### config.mk
export PLATFORM = sky130hd
export DESIGN_NAME = hs_rr_arbiter
export DESIGN_NICKNAME = d
export VERILOG_FILES = /design/src/rtl/hs_rr_arbiter.sv
export SDC_FILE = /design/constraint.sdc
export NUM_CORES = 1
export LEC_CHECK = 0
export CAP_MARGIN = 15
export CELL_PAD_IN_SITES_DETAIL_PLACEMENT = 0
export CELL_PAD_IN_SITES_GLOBAL_PLACEMENT = 1
export CORE_MARGIN = 2
export CORE_UTILIZATION = 36
export DETAILED_ROUTE_END_ITERATION = 12
export GPL_TIMING_DRIVEN = 0
export HOLD_SLACK_MARGIN = 0.08
export PLACE_DENSITY_LB_ADDON = 0.1
export SLEW_MARGIN = 20
export SYNTH_ARGS = -nofsm -noshare
export SYNTH_HDL_FRONTEND = slang
export SYNTH_SLANG_ARGS = --single-unit
### constraint.sdc
create_clock -name clk -period 6.9 [get_ports clk]
set_input_delay 1.035 -clock clk [delete_from_list [all_inputs] [get_ports clk]]
set_output_delay 1.035 -clock clk [all_outputs]
set_load 0.01 [all_outputs]
### src/rtl/hs_rr_arbiter.sv
// N-way round-robin valid/ready arbiter with per-packet grant locking and a
// single registered output stage (1-cycle latency, full throughput).
module hs_rr_arbiter #(
  parameter int N  = 4,
  parameter int DW = 8,
  parameter int IW = $clog2(N)
) (
  input  logic            clk,
  input  logic            rst_n,
  input  logic [N-1:0]    req_valid_i,
  input  logic [N-1:0]    req_last_i,
  input  logic [N*DW-1:0] req_data_i,
  output logic [N-1:0]    req_ready_o,
  output logic            out_valid_o,
  output logic            out_last_o,
  output logic [DW-1:0]   out_data_o,
  output logic [IW-1:0]   out_id_o,
  input  logic            out_ready_i,
  output logic            busy_o
);

  localparam logic [0:0]    ST_ARB   = 1'b0;
  localparam logic [0:0]    ST_LOCK  = 1'b1;
  localparam logic [IW-1:0] LAST_IDX = IW'(N - 1);

  logic [0:0]    r_state;
  logic [IW-1:0] r_ptr;
  logic [IW-1:0] r_owner;
  logic          r_out_valid;
  logic          r_out_last;
  logic [DW-1:0] r_out_data;
  logic [IW-1:0] r_out_id;

  logic          w_load_en;
  logic          w_found;
  logic          w_sel_ok;
  logic          w_accept;
  logic          w_acc_last;
  logic [IW-1:0] w_winner;
  logic [IW-1:0] w_sel;
  logic [DW-1:0] w_acc_data;
  logic [N-1:0]  w_ready;
  logic [DW-1:0] w_req_data [N];

  // Explicit wrap so non-power-of-two N never relies on counter overflow.
  function automatic logic [IW-1:0] f_wrap_inc(input logic [IW-1:0] v);
    return (v == LAST_IDX) ? '0 : v + IW'(1);
  endfunction

  genvar gi;
  generate
    for (gi = 0; gi < N; gi++) begin : g_unpack
      assign w_req_data[gi] = req_data_i[gi*DW +: DW];
    end
  endgenerate

  always_comb begin : p_scan
    logic [IW-1:0] cand;
    w_found  = 1'b0;
    w_winner = r_ptr;
    cand     = r_ptr;
    for (int k = 0; k < N; k++) begin
      if (!w_found && req_valid_i[cand]) begin
        w_found  = 1'b1;
        w_winner = cand;
      end
      cand = f_wrap_inc(cand);
    end
  end

  assign w_load_en = ~r_out_valid | out_ready_i;
  assign w_sel     = (r_state == ST_LOCK) ? r_owner : w_winner;
  // A locked owner is offered ready even while its valid is low.
  assign w_sel_ok  = (r_state == ST_LOCK) | w_found;

  always_comb begin
    w_ready = '0;
    if (rst_n && w_load_en && w_sel_ok) w_ready[w_sel] = 1'b1;
  end

  assign w_accept   = |(req_valid_i & w_ready);
  assign w_acc_last = req_last_i[w_sel];
  assign w_acc_data = w_req_data[w_sel];

  always_ff @(posedge clk or negedge rst_n) begin
    if (!rst_n) begin
      r_state     <= ST_ARB;
      r_ptr       <= '0;
      r_owner     <= '0;
      r_out_valid <= 1'b0;
      r_out_last  <= 1'b0;
      r_out_data  <= '0;
      r_out_id    <= '0;
    end else begin
      if (w_accept) begin
        r_out_valid <= 1'b1;
        r_out_last  <= w_acc_last;
        r_out_data  <= w_acc_data;
        r_out_id    <= w_sel;
      end else if (out_ready_i) begin
        r_out_valid <= 1'b0;
      end

      case (r_state)
        ST_ARB: begin
          if (w_accept) begin
            if (w_acc_last) begin
              r_ptr <= f_wrap_inc(w_sel);
            end else begin
              r_state <= ST_LOCK;
              r_owner <= w_sel;
            end
          end
        end
        default: begin
          if (w_accept && w_acc_last) begin
            r_state <= ST_ARB;
            r_ptr   <= f_wrap_inc(r_owner);
          end
        end
      endcase
    end
  end

  assign req_ready_o = w_ready;
  assign out_valid_o = r_out_valid;
  assign out_last_o  = r_out_last;
  assign out_data_o  = r_out_data;
  assign out_id_o    = r_out_id;
  assign busy_o      = (r_state == ST_LOCK);

endmodule

=== Word level (Yosys, flattened, before mapping) ===
Cells that the tools add are included.

* Register bits after elaboration: 17
* Output and inout port bits: 17

* Add/sub/neg operators: 5
* $lt $le $gt $ge: 7
* Equal/unequal tests: 6
* Multiplexer cells: 39
* Bitwise gates (word level): 7
* Reductions and logical operators: 16

{| class="wikitable"
|+ Operators by type and width
! operator !! number
|-
| 2-to-1 mux 2 bit || 13
|-
| binary-select mux 8 bit (select 2 bit) || 1
|-
| 2-to-1 mux 1 bit || 16
|-
| 2-to-1 mux 8 bit || 2
|-
| < comparator 2 x 3 -> 1 bit, second input constant || 5
|-
| adder 2 x 1 -> 2 bit, second input constant || 5
|-
| binary-select mux 1 bit (select 2 bit) || 5
|-
| equality test 2 bit, second input constant || 5
|-
| logical AND 1 bit || 7
|-
| AND reduction 3 bit || 2
|-
| nonzero test 2 bit || 3
|-
| AND 4 bit || 1
|-
| 2-to-1 mux 4 bit || 1
|-
| OR reduction 4 bit || 1
|-
| greater-or-equal comparator 3 bit, second input constant || 1
|-
| zero test 1 bit || 3
|-
| NOT 1 bit || 3
|-
| NOT 2 -> 3 bit || 1
|-
| demux 1 bit (select 2 bit) || 1
|-
| greater-or-equal comparator 2 x 1 -> 1 bit, second input constant || 1
|-
| != test 2 x 1 -> 1 bit, second input constant || 1
|-
| OR 1 bit || 2
|}

=== Longest topological paths before layout ===
* Depth after elaboration: 23
* Mapped depth: 16

=== Worst setup path before layout ===
OpenSTA, ideal clock, no wires.

* Kind: in2out
* Start point: input req_valid_i[1]
* End point: output req_ready_o[2]
* Arrival time: 2984 ps
* Required time: 5865 ps
* Path slack: 2881 ps
* Cell stages on the path: 8
* Path buffers: 2
* Cell sequence: buf_2 -> mux4_2 -> o41ai_1 -> a21o_4 -> buf_6 -> inv_1 -> ha_1 -> and2_1

* Cells in the longest elaborated chain, start to end: 18
* Elaborated cells between the ends (all ways): 30

{| class="wikitable"
|+ Ends and longest elaborated chain
! what !! RTL line !! source
|-
| start, declared || 10 || <nowiki>input logic [N-1:0] req_valid_i,</nowiki>
|-
| binary-select mux 1 bit (select 2 bit) || 63 || <nowiki>if (!w_found && req_valid_i[cand]) begin</nowiki>
|-
| 2-to-1 mux 1 bit (implied by the code) || 63 ||
|-
| 2-to-1 mux 1 bit || 63 ||
|-
| zero test 1 bit || 63 ||
|-
| logical AND 1 bit || 63 ||
|-
| 2-to-1 mux 1 bit || 63 ||
|-
| zero test 1 bit || 63 ||
|-
| logical AND 1 bit || 63 ||
|-
| [3 not listed] || -- ||
|-
| 2-to-1 mux 2 bit (*) || 63 ||
|-
| 2-to-1 mux 2 bit (*) || 72 || <nowiki>assign w_sel = (r_state == ST_LOCK) ? r_owner : w_winner;</nowiki>
|-
| via w_sel[1] || 40 || <nowiki>logic [IW-1:0] w_sel;</nowiki>
|-
| < comparator 2 x 3 -> 1 bit (implied by the code) / greater-or-equal comparator 2 x 1 -> 1 bit (equally long branches) || 78 || <nowiki>if (rst_n && w_load_en && w_sel_ok) w_ready[w_sel] = 1'b1;</nowiki>
|-
| logical AND 1 bit (implied by the code) || 78 ||
|-
| 2-to-1 mux 1 bit (implied by the code) || 78 ||
|-
| demux 1 bit (select 2 bit) (*) || 78 ||
|-
| 2-to-1 mux 4 bit (*) || 78 ||
|-
| end, declared || 13 || <nowiki>output logic [N-1:0] req_ready_o,</nowiki>
|}

Mark *: on every way through the listed nets, which the timed path passes. The rest lies on a longest branch. The select of a mux whose other input is x is not followed.

=== Final worst setup path ===
* Start point: input req_valid_i[2]
* End point: output req_ready_o[2]

The elaborated chain is that of the path after synthesis.

==> run metrics <==
outcome=finished, final reports clean; Skew-Pair Late Insertion Delay=0.26 ns; CP required=5.86 ns; combinational share of power=0.780; final worst-path setup slack=1.45 ns; Fillers=398; Top FF cell, synth=dfrtp_1; vias in the first global route=1,545; setup bufs post-CTS=0; most used cell, CP=clkdlybuf4s50_1; Power Internal=625 uW; CTS tree=built; antenna violations before repair=0; Post-synth ARST share=1.00; Area Overhead vs Synth=41.2%; CTS buffer count=3; Cell Rows=24; Final Wtd Congestion=0.856; min Tclk post-route=5.45 ns; CTS Hold Bufs=0; # IOs=60; Power Density=489 nW/um^2; Yosys cell types=44; worst slew pin tran=0.808 ns; fin. max-slew vios=0; CTS Root Cell=clkbuf_8; CTS resizes=0; vias per inst=5.50; die width=71.9 um; placed insts=280; Worst Setup End Kind=output pin; Non-Filler Instances=284; proportion of synthesized area in mux cells=0.310; final net count=282; critical path's slowest cell=o41ai_1; Routed WL per cell=16.0 um; largest net degree at the start of global routing=19; Total GRT Usage=0.184; Post-Synth Simple-Gate Area=0.119; post-route DRC violation count=0; clk sinks=17; EDFF count, synth=0; sequential fraction of the synthesis area=0.256; yosys warns=0; Overflow after GRT=0; CP cell instances=clkdlybuf4s50_1 -> mux2i_1 -> o221a_2 -> a211oi_2 -> o41ai_1 -> a21o_4 -> buf_6 -> inv_1 -> ha_1 -> and2_1 -> clkdlybuf4s50_1; Startpoint Class=input port; Peak Freq=0.183 GHz; TNS Setup=0 ns; Crit Path Class=input port to output pin; crit path buf inv count=4; max cap viols=0; via count=1,561; period utilization=0.790; Static Leak=0.978 nW; first-pass GRT wire length=7570 um; syn_area_per_cell=9.71 um^2; Synth Area in Compound Gates=0.203; Synth Area in XOR/XNOR=0.00528; Starting Density=0.379; die area=5170 um^2; DRT iter0 DRCs=83; share of cells above drive strength 1=0.155; Final setup viols=0; Final Hold Viols=0; core area=4380 um^2; Reg clk slew, reported paths=0.08 ns; CP arrival=4.42 ns; largest stage delay on the critical path=0.64 ns; ant diodes=0; syn nets=220; Crit path max-delay family=buffers and inverters; clock skew=0.0116 ns; Final ANT Viol Nets=0; Gate Count Post-Synth=171; switching pwr=521 uW; flops & latches, synth=17; Die Ht=71.9 um; dpl hpwl=3610 um; Synth Cell Area=1660 um^2; hold crit path type=register to register; crit-path max FO=11; I/O Buffers=57; H-tree depth=1; Slew headroom=0.460; sequential power share=0.152; switch share=0.455; clock share of power=0.068; RSZ-0062 raised after global routing=no; post-synthesis adder-cell area fraction=0.0452; First-pass DRT Iterations=4; maximum vdd drop=0.319 mV; pre-CTS setup slack=1.50 ns; clock buffer depth=2; final WL=4550 um; largest family of logic cells by synthesized area=multiplexers
-- registers in the layout, indices dropped and copies added, names as in the netlist, named ones only --
name,count
r_owner,2
out_last_o,1
r_ptr,2
out_valid_o,1
out_id_o,2
out_data_o,8
-- cells in the mapped netlist (all sizes together) (2+ instances only) --
library cell / count / share of area
mux2i: 32 / 0.19
dfrtp: 17 / 0.26
mux2: 13 / 0.090
a21oi: 12 / 0.038
nand2: 11 / 0.025
buf: 9 / 0.038
inv: 9 / 0.020
and2: 7 / 0.026
ha: 6 / 0.045
nor3: 6 / 0.021
o21ai: 6 / 0.018
a211oi: 5 / 0.029
nor2: 5 / 0.011
a21o: 4 / 0.023
a211o: 2 / 0.011
a22o: 2 / 0.011
a22oi: 2 / 0.0090
mux4: 2 / 0.027
nor2b: 2 / 0.0075
nor3b: 2 / 0.0090
o31a: 2 / 0.011
o41a: 2 / 0.014
-- power by group through the flow --
stage	registers [mW]	clock network, mW	logic (mW)
global route	0.182	0.0861	0.974
global placement	0.175	0	0.872
CTS	0.175	0.0801	0.897
floorplan	0.192	0	0.622
finish	0.175	0.0778	0.894
detailed placement	0.176	0	0.892
-- metrics by stage --
stage | total power [mW] | area, um^2 | hold slack [ns] | utilization
2_1_floorplan | 0.814 | 1660 | 0.516 | -
3_3_place_gp | 1.05 | 2300 | 0.468 | 0.524
3_5_place_dp | 1.07 | 2300 | 0.483 | 0.524
4_1_cts | 1.15 | 2340 | 0.506 | 0.535
5_1_grt | 1.24 | 2340 | 0.524 | 0.535
6_report | 1.15 | 2340 | 0.500 | 0.535
-- cell families after synthesis --
logic type | count (synthesis)
adder cells (fa/ha/maj) | 6
XOR/XNOR | 1
multiplexers | 47
AO/OA/AOI/OAI | 43
buffers and inverters | 19
AND/OR/NAND/NOR | 38
flip-flops | 17
-- cell usage in the layout (no fill, tap or decap), types with 3 or more instances in the layout --
| cell type | instances |
|---|---|
| clkbuf_8 | 3 |
| nor3_1 | 5 |
| and2_1 | 7 |
| mux2_2 | 12 |
| buf_6 | 3 |
| nor2_1 | 5 |
| dfrtp_1 | 17 |
| ha_1 | 6 |
| mux2i_1 | 32 |
| a21o_1 | 3 |
| inv_1 | 8 |
| buf_2 | 5 |
| o21ai_0 | 4 |
| a21oi_1 | 11 |
| clkdlybuf4s50_1 | 57 |
| nand2_1 | 11 |
| a211oi_1 | 3 |
-- per-layer routing --
layer / share of wire / GRT usage / routed length [um]
met5: 0 / 0 / 0
met4: 0.0042 / 0.0273 / 19
met1: 0.48 / 0.260 / 2160
met3: 0.058 / 0.0417 / 264
met2: 0.46 / 0.294 / 2100
-- final timing paths --
kind | endpoint | start | slack (ns) | depth (start not counted)
hold reg to reg | out_last_o | out_last_o | 0.50 | 1
max in group asynchronous | out_data_o[0] | rst_n | 5.15 | 1
setup / recovery | req_ready_o[2] | req_valid_i[2] | 1.45 | 11
hold / removal | out_last_o | out_last_o | 0.50 | 1
setup reg to reg | r_owner[0] | r_ptr[0] | 2.81 | 15
min in group asynchronous | out_data_o[2] | rst_n | 1.24 | 1
-- cell type report --
type,count,area (um^2),area share
multi-input cells,135,1130,0.484
repair buffers,57,571,0.243
flip-flops and latches,17,425,0.181
plain buffers,10,66.3,0.0283
well taps,52,65.1,0.0277
clock buffers,3,41.3,0.0176
inverters,9,33.8,0.0144
clock inverters,1,7.51,0.00320
No activity file was read; power rests on OpenSTA's default activity.
==> edit 1: new RTL, same flow settings <==
Reset style: synchronous (`rst_n`), changed in one clocked block.
--- a/src/rtl/hs_rr_arbiter.sv
+++ b/src/rtl/hs_rr_arbiter.sv
@@ -82,7 +82,7 @@
   assign w_acc_last = req_last_i[w_sel];
   assign w_acc_data = w_req_data[w_sel];
 
-  always_ff @(posedge clk or negedge rst_n) begin
+  always_ff @(posedge clk) begin
     if (!rst_n) begin
       r_state     <= ST_ARB;
       r_ptr       <= '0;
Function: differs if rst_n is asserted again (counterexample within 4 cycles, from zero or initial values and one cycle with rst_n low); with rst_n held inactive, the same outputs for 10 cycles.
==> edit 1 against the unedited design <==
  * Count of clock-buffer cells in the layout stayed put
  * Sequential cell count stayed put
  * Critical path type unchanged
  * Critical endpoint is now req_ready_o[3]
  * Register-to-register slack worse by 0.08 ns
  * Routed wire length up 0.44%
  * Sequential share of layout area decreased by 2.3 points
  * Global-route usage increased by 3.0 points
  * Synthesized area shrank 12%
  * Power is 5.1% higher
  * Final area down 8.1%
  * Critical path depth shrank 1
  * Sequential power is 9% lower
  * Setup slack better by 0.24 ns
  * Highest routed layer unchanged
==> edit 1: results (changes against the unedited design) <==
Outcome
  • Status: complete, no violations

Route
  • Metal2 WL: 2.241 mm (+6.6%)
  • Post-Route WL: 4.569 mm (+0.44%)
  • DR WL met3: 235 µm (-11%)
  • Met1 Wirelength: 2.071 mm (-4.2%)
  • Iter 0 DRT Violations: 96 (+16%)
  • Vias per cell: 5.633 (+2.5%)

Yosys
  • Synth top area cells: dfxtp_1 (23%), mux2i_1 (8.9%), nand2_1 (5.4%), a221oi_1 (4.8%), a21oi_1 (4.4%)
  • Yosys cell types: 50 (+14%)
  • Post-Syn Nets: 219 (-0.45%)
  • Xor-xnor portion of the synthesized cell area: 0.5978% (+0.070 points)
  • Synth Area in Compound Gates: 30.74% (+10 points)
  • Most common library cells after synthesis: nand2_1 (21), dfxtp_1 (17), a21oi_1 (13), mux2i_1 (13)
  • Leading cell type by number of instances after synthesis: nand2_1

STA
  • Relative slew slack: 65.99% (+20 points)
  • Final WS setup: 1.693 ns (+0.2436 ns)

Setup path
  • Reg-to-reg critical path startpoint: r_ptr[1]
  • Setup crit end: req_ready_o[3]
  • R2R depth: 16 (+1)
  • Worst reg2reg setup slack: 2.73 ns (-0.08 ns)
  • Worst path slowest cell: clkdlybuf4s50_1
  • Crit-path max cell delay: 0.58 ns (-0.06 ns)

Placement
  • Number of port buffers: 58 (+1.8%)
  • Dpl cell area: 0.002108 mm² (-8.2%)
  • Dpl cells: 279 (-0.36%)

Power and ir drop
  • Leakage: 0.8286 nW (-15%)
  • Worst VDD drop: 0.0002692 V (-16%)

Global routing
  • Grt met2 use: 34.80% (+5.4 points)
  • GR Util met1: 28.21% (+2.2 points)
  • First-pass GRT wire length: 7.376 mm (-2.5%)
  • Pin count of the biggest net entering global routing: 12 (-7)
  • Grt met3 use: 5.000% (+0.83 points)

Finish
  • Share of cells above drive strength 1: 12.88% (-2.6 points)
## edit 1: cell types whose count changed after synthesis, sizes merged, moves of 3 or more
| cell | change |
|---|---|
| nor2 | +3 |
| nor3 | -3 |
| dfrtp | -17 |
| nand2 | +10 |
| a221oi | +9 |
| o311a | +3 |
| clkbuf | +3 |
| dfxtp | +17 |
| a31o | +7 |
| o211ai | +4 |
| a21o | -3 |
| mux2 | -11 |
| mux2i | -17 |
## edit 1: where the power goes
part / switching (W) / total [W] / internal (W)
Combinational: 0.000524 / 0.000965 / 0.000441
Clock: 0.0000392 / 0.0000793 / 0.0000402
Sequential: 0.0000245 / 0.000160 / 0.000136
Total: 0.000588 / 0.00120 / 0.000616
## edit 1: final cells by class
cell class                      count  area, µm²
Timing Repair Buffer               58      580.6
Multi-Input combinational cell    134       1012
Buffer                             12      82.58
Inverter                            8      30.03
Clock inverter                      1      5.005
Fill cell                         385       1817
Clock buffer                        3      41.29
Tap cell                           50      62.56
Sequential cell                    17      340.3
==> edit 2: new RTL, same settings <==
Made on the original files. Change the parameter `N` from 4 to 2.
--- a/src/rtl/hs_rr_arbiter.sv
+++ b/src/rtl/hs_rr_arbiter.sv
@@ -1,7 +1,7 @@
 // N-way round-robin valid/ready arbiter with per-packet grant locking and a
 // single registered output stage (1-cycle latency, full throughput).
 module hs_rr_arbiter #(
-  parameter int N  = 4,
+  parameter int N  = 2,
   parameter int DW = 8,
   parameter int IW = $clog2(N)
 ) (
Interface: changed (5 resized); port bits go from 60 to 37. The function was not compared with the original's and may differ.
==> edit 2 against the unedited design <==
  * Final area decreased by 48%
  * Setup slack improved by 1.4 ns
  * Routed wire length is 53% lower
  * Largest power group unchanged
  * Largest cell class unchanged
  * Sequential cell count shrank 3
  * Non-clock buffer count down 27
  * Sequential share of layout area grew 11 points
  * Synthesized area fell by 52%
  * Power decreased by 59%
==> edit 2: results (changes against the unedited design) <==
Finish
  • N_diodes: 0 (unchanged)
  • Fillers: 196 (-51%)
  • Nets: 149 (-47%)
  • Largest register FFs: 8 (unchanged)
  • Share of cells above drive strength 1: 10.40% (-5.1 points)

Clock tree
  • Clk slew on worst S/H paths: 0.08 ns (about the same)
  • Bufs on Longest Clock Path: 2 (unchanged)
  • Postcts setup bufs: 0 (unchanged)
  • Root buffer cell: clkbuf_4
  • Clock latency at the later pin of the worst-skew pair: 0.28 ns (+0.02 ns)
  • Post-cts sizing count: 0 (unchanged)
  • Total CTS buffers: 3 (unchanged)
  • CTS H-tree depth: 1 (unchanged)

Placement
  • Pre-CTS WS: 2.794 ns (+1.297 ns)
  • HPWL Detailed: 1.553 mm (-57%)
  • Number of port buffers: 36 (-37%)
  • Placer Congestion: 0.7784 (-9.1%)

Global routing
  • Global-route usage over all layers: 18.68% (+0.32 points)
  • First-pass GRT wire length: 3.512 mm (-54%)
  • Antenna violations before repair: 0 (unchanged)
  • Pin count of the biggest net entering global routing: 21 (+2)
  • Vias in the first global route: 751 (-51%)

Yosys
  • Main flop type after synthesis: dfrtp_1
  • Sequential share of the synthesized area: 44.37% (+19 points)
  • Most common library cells after synthesis: dfrtp_1 (14), nor2_1 (13), o21ai_0 (10)
  • Asr flop ratio synth: 100.0% (unchanged)
  • Yosys cell types: 25 (-43%)
  • Ys Warns: 0 (unchanged)
  • Synth top area cells: dfrtp_1 (44%), a31oi_1 (7.1%), o21ai_0 (6.3%), nor2_1 (6.2%), nand3_1 (5.7%)
  • Post-Syn Nets: 108 (-51%)

Route
  • Iter 0 DRT Violations: 8 (-90%)
  • DR WL/cell: 13.99 µm (-13%)
  • Vias: 797 (-49%)
  • DRT Pass-1 Iters: 4 (unchanged)

Setup path
  • Crit path DAT: 3.05 ns (-1.37 ns)
  • CP Max Fanout: 20 (+9)
  • Critical path launch point: rst_n

STA
  • Clock Skews: 0.0009731 ns (-0.01058 ns)
  • Relative slew slack: 44.28% (-1.7 points)

Worst hold path
  • Worst Min Path Start: out_id_o
  • Worst min path class: reg2reg

Power and ir drop
  • Leakage: 0.4721 nW (-52%)
  • Worst VDD drop: 0.0002191 V (-31%)

Outcome
  • Status: complete, no violations
[edit 2: changes by cell type after synthesis, sizes merged, moves of 5 or more]
| cell | delta |
|---|---|
| o21ai | +5 |
| nor3 | -6 |
| ha | -6 |
| a31oi | +10 |
| a21oi | -8 |
| nand2 | -7 |
| mux2 | -12 |
| nor2 | +8 |
| nand3 | +9 |
| mux2i | -32 |
| buf | -6 |
| and2 | -7 |
| inv | -8 |
[edit 2: path summary, 6_finish.rpt]
check / slack [ns] / cells after the start / endpoint
setup / recovery: 2.82 / 4 / req_ready_o[0]
hold / removal: 0.53 / 2 / out_id_o
setup reg to reg: 5.31 / 4 / flip-flop
hold reg to reg: 0.53 / 2 / out_id_o
max in group asynchronous: 5.16 / 1 / r_owner
min in group asynchronous: 1.23 / 1 / out_id_o
[edit 2: stage by stage]
| stage | total power, W | instances | hold WS, ns | cell area, µm² |
|---|---|---|---|---|
| 2_1_floorplan | 0.0002929 | 85 | 0.5261 | 789.5 |
| 3_3_place_gp | 0.0004106 | 148 | 0.4822 | 1184 |
| 3_5_place_dp | 0.0004165 | 148 | 0.4994 | 1184 |
| 4_1_cts | 0.0004769 | 152 | 0.5221 | 1220 |
| 5_1_grt | 0.0005099 | 152 | 0.5696 | 1220 |
| 6_report | 0.0004694 | 152 | 0.5252 | 1220 |
[edit 2: metal layers]
metal	global-route usage, %	part of all wire [%]	vias to the layer above
met4	6.757	1.3	0
met3	6.140	6.8	5
met1	23.01	43	366
met5	0	0	-
li1	-	-	401
met2	30.48	49	25
[edit 2: area by class of cell]
class / instances / area [µm²] / area share (%)
flip-flops and latches: 14 / 350.3 / 28.72
inverters: 1 / 3.754 / 0.3077
well taps: 27 / 33.78 / 2.769
repair buffers: 36 / 360.3 / 29.54
multi-input cells: 66 / 397.9 / 32.62
plain buffers: 4 / 37.54 / 3.077
clock buffers: 4 / 36.28 / 2.974
[edit 2: worst max-delay path, cell delays in order]
cell	delay, ns
clkdlybuf4s50_1	1.01
o211ai_1	0.28
nor2_1	0.16
clkdlybuf4s50_1	0.55
[edit 2: cell families (layout without fill, tap and decap cells)]
logic type,Yosys count,in the layout,synth area share [%]
AO/OA/AOI/OAI,33,33,29.95
AND/OR/NAND/NOR,32,32,19.02
flip-flops,14,14,44.37
buffers and inverters,5,45,5.229
multiplexers,1,1,1.426
[edit 2: power breakdown]
| part | total, W | switching (W) | internal, W | leakage (nW) |
|---|---|---|---|---|
| Combinational | 0.000258 | 0.000122 | 0.000135 | 0.294 |
| Clock | 0.0000580 | 0.0000259 | 0.0000321 | 0.0210 |
| Sequential | 0.000154 | 0.0000325 | 0.000121 | 0.157 |
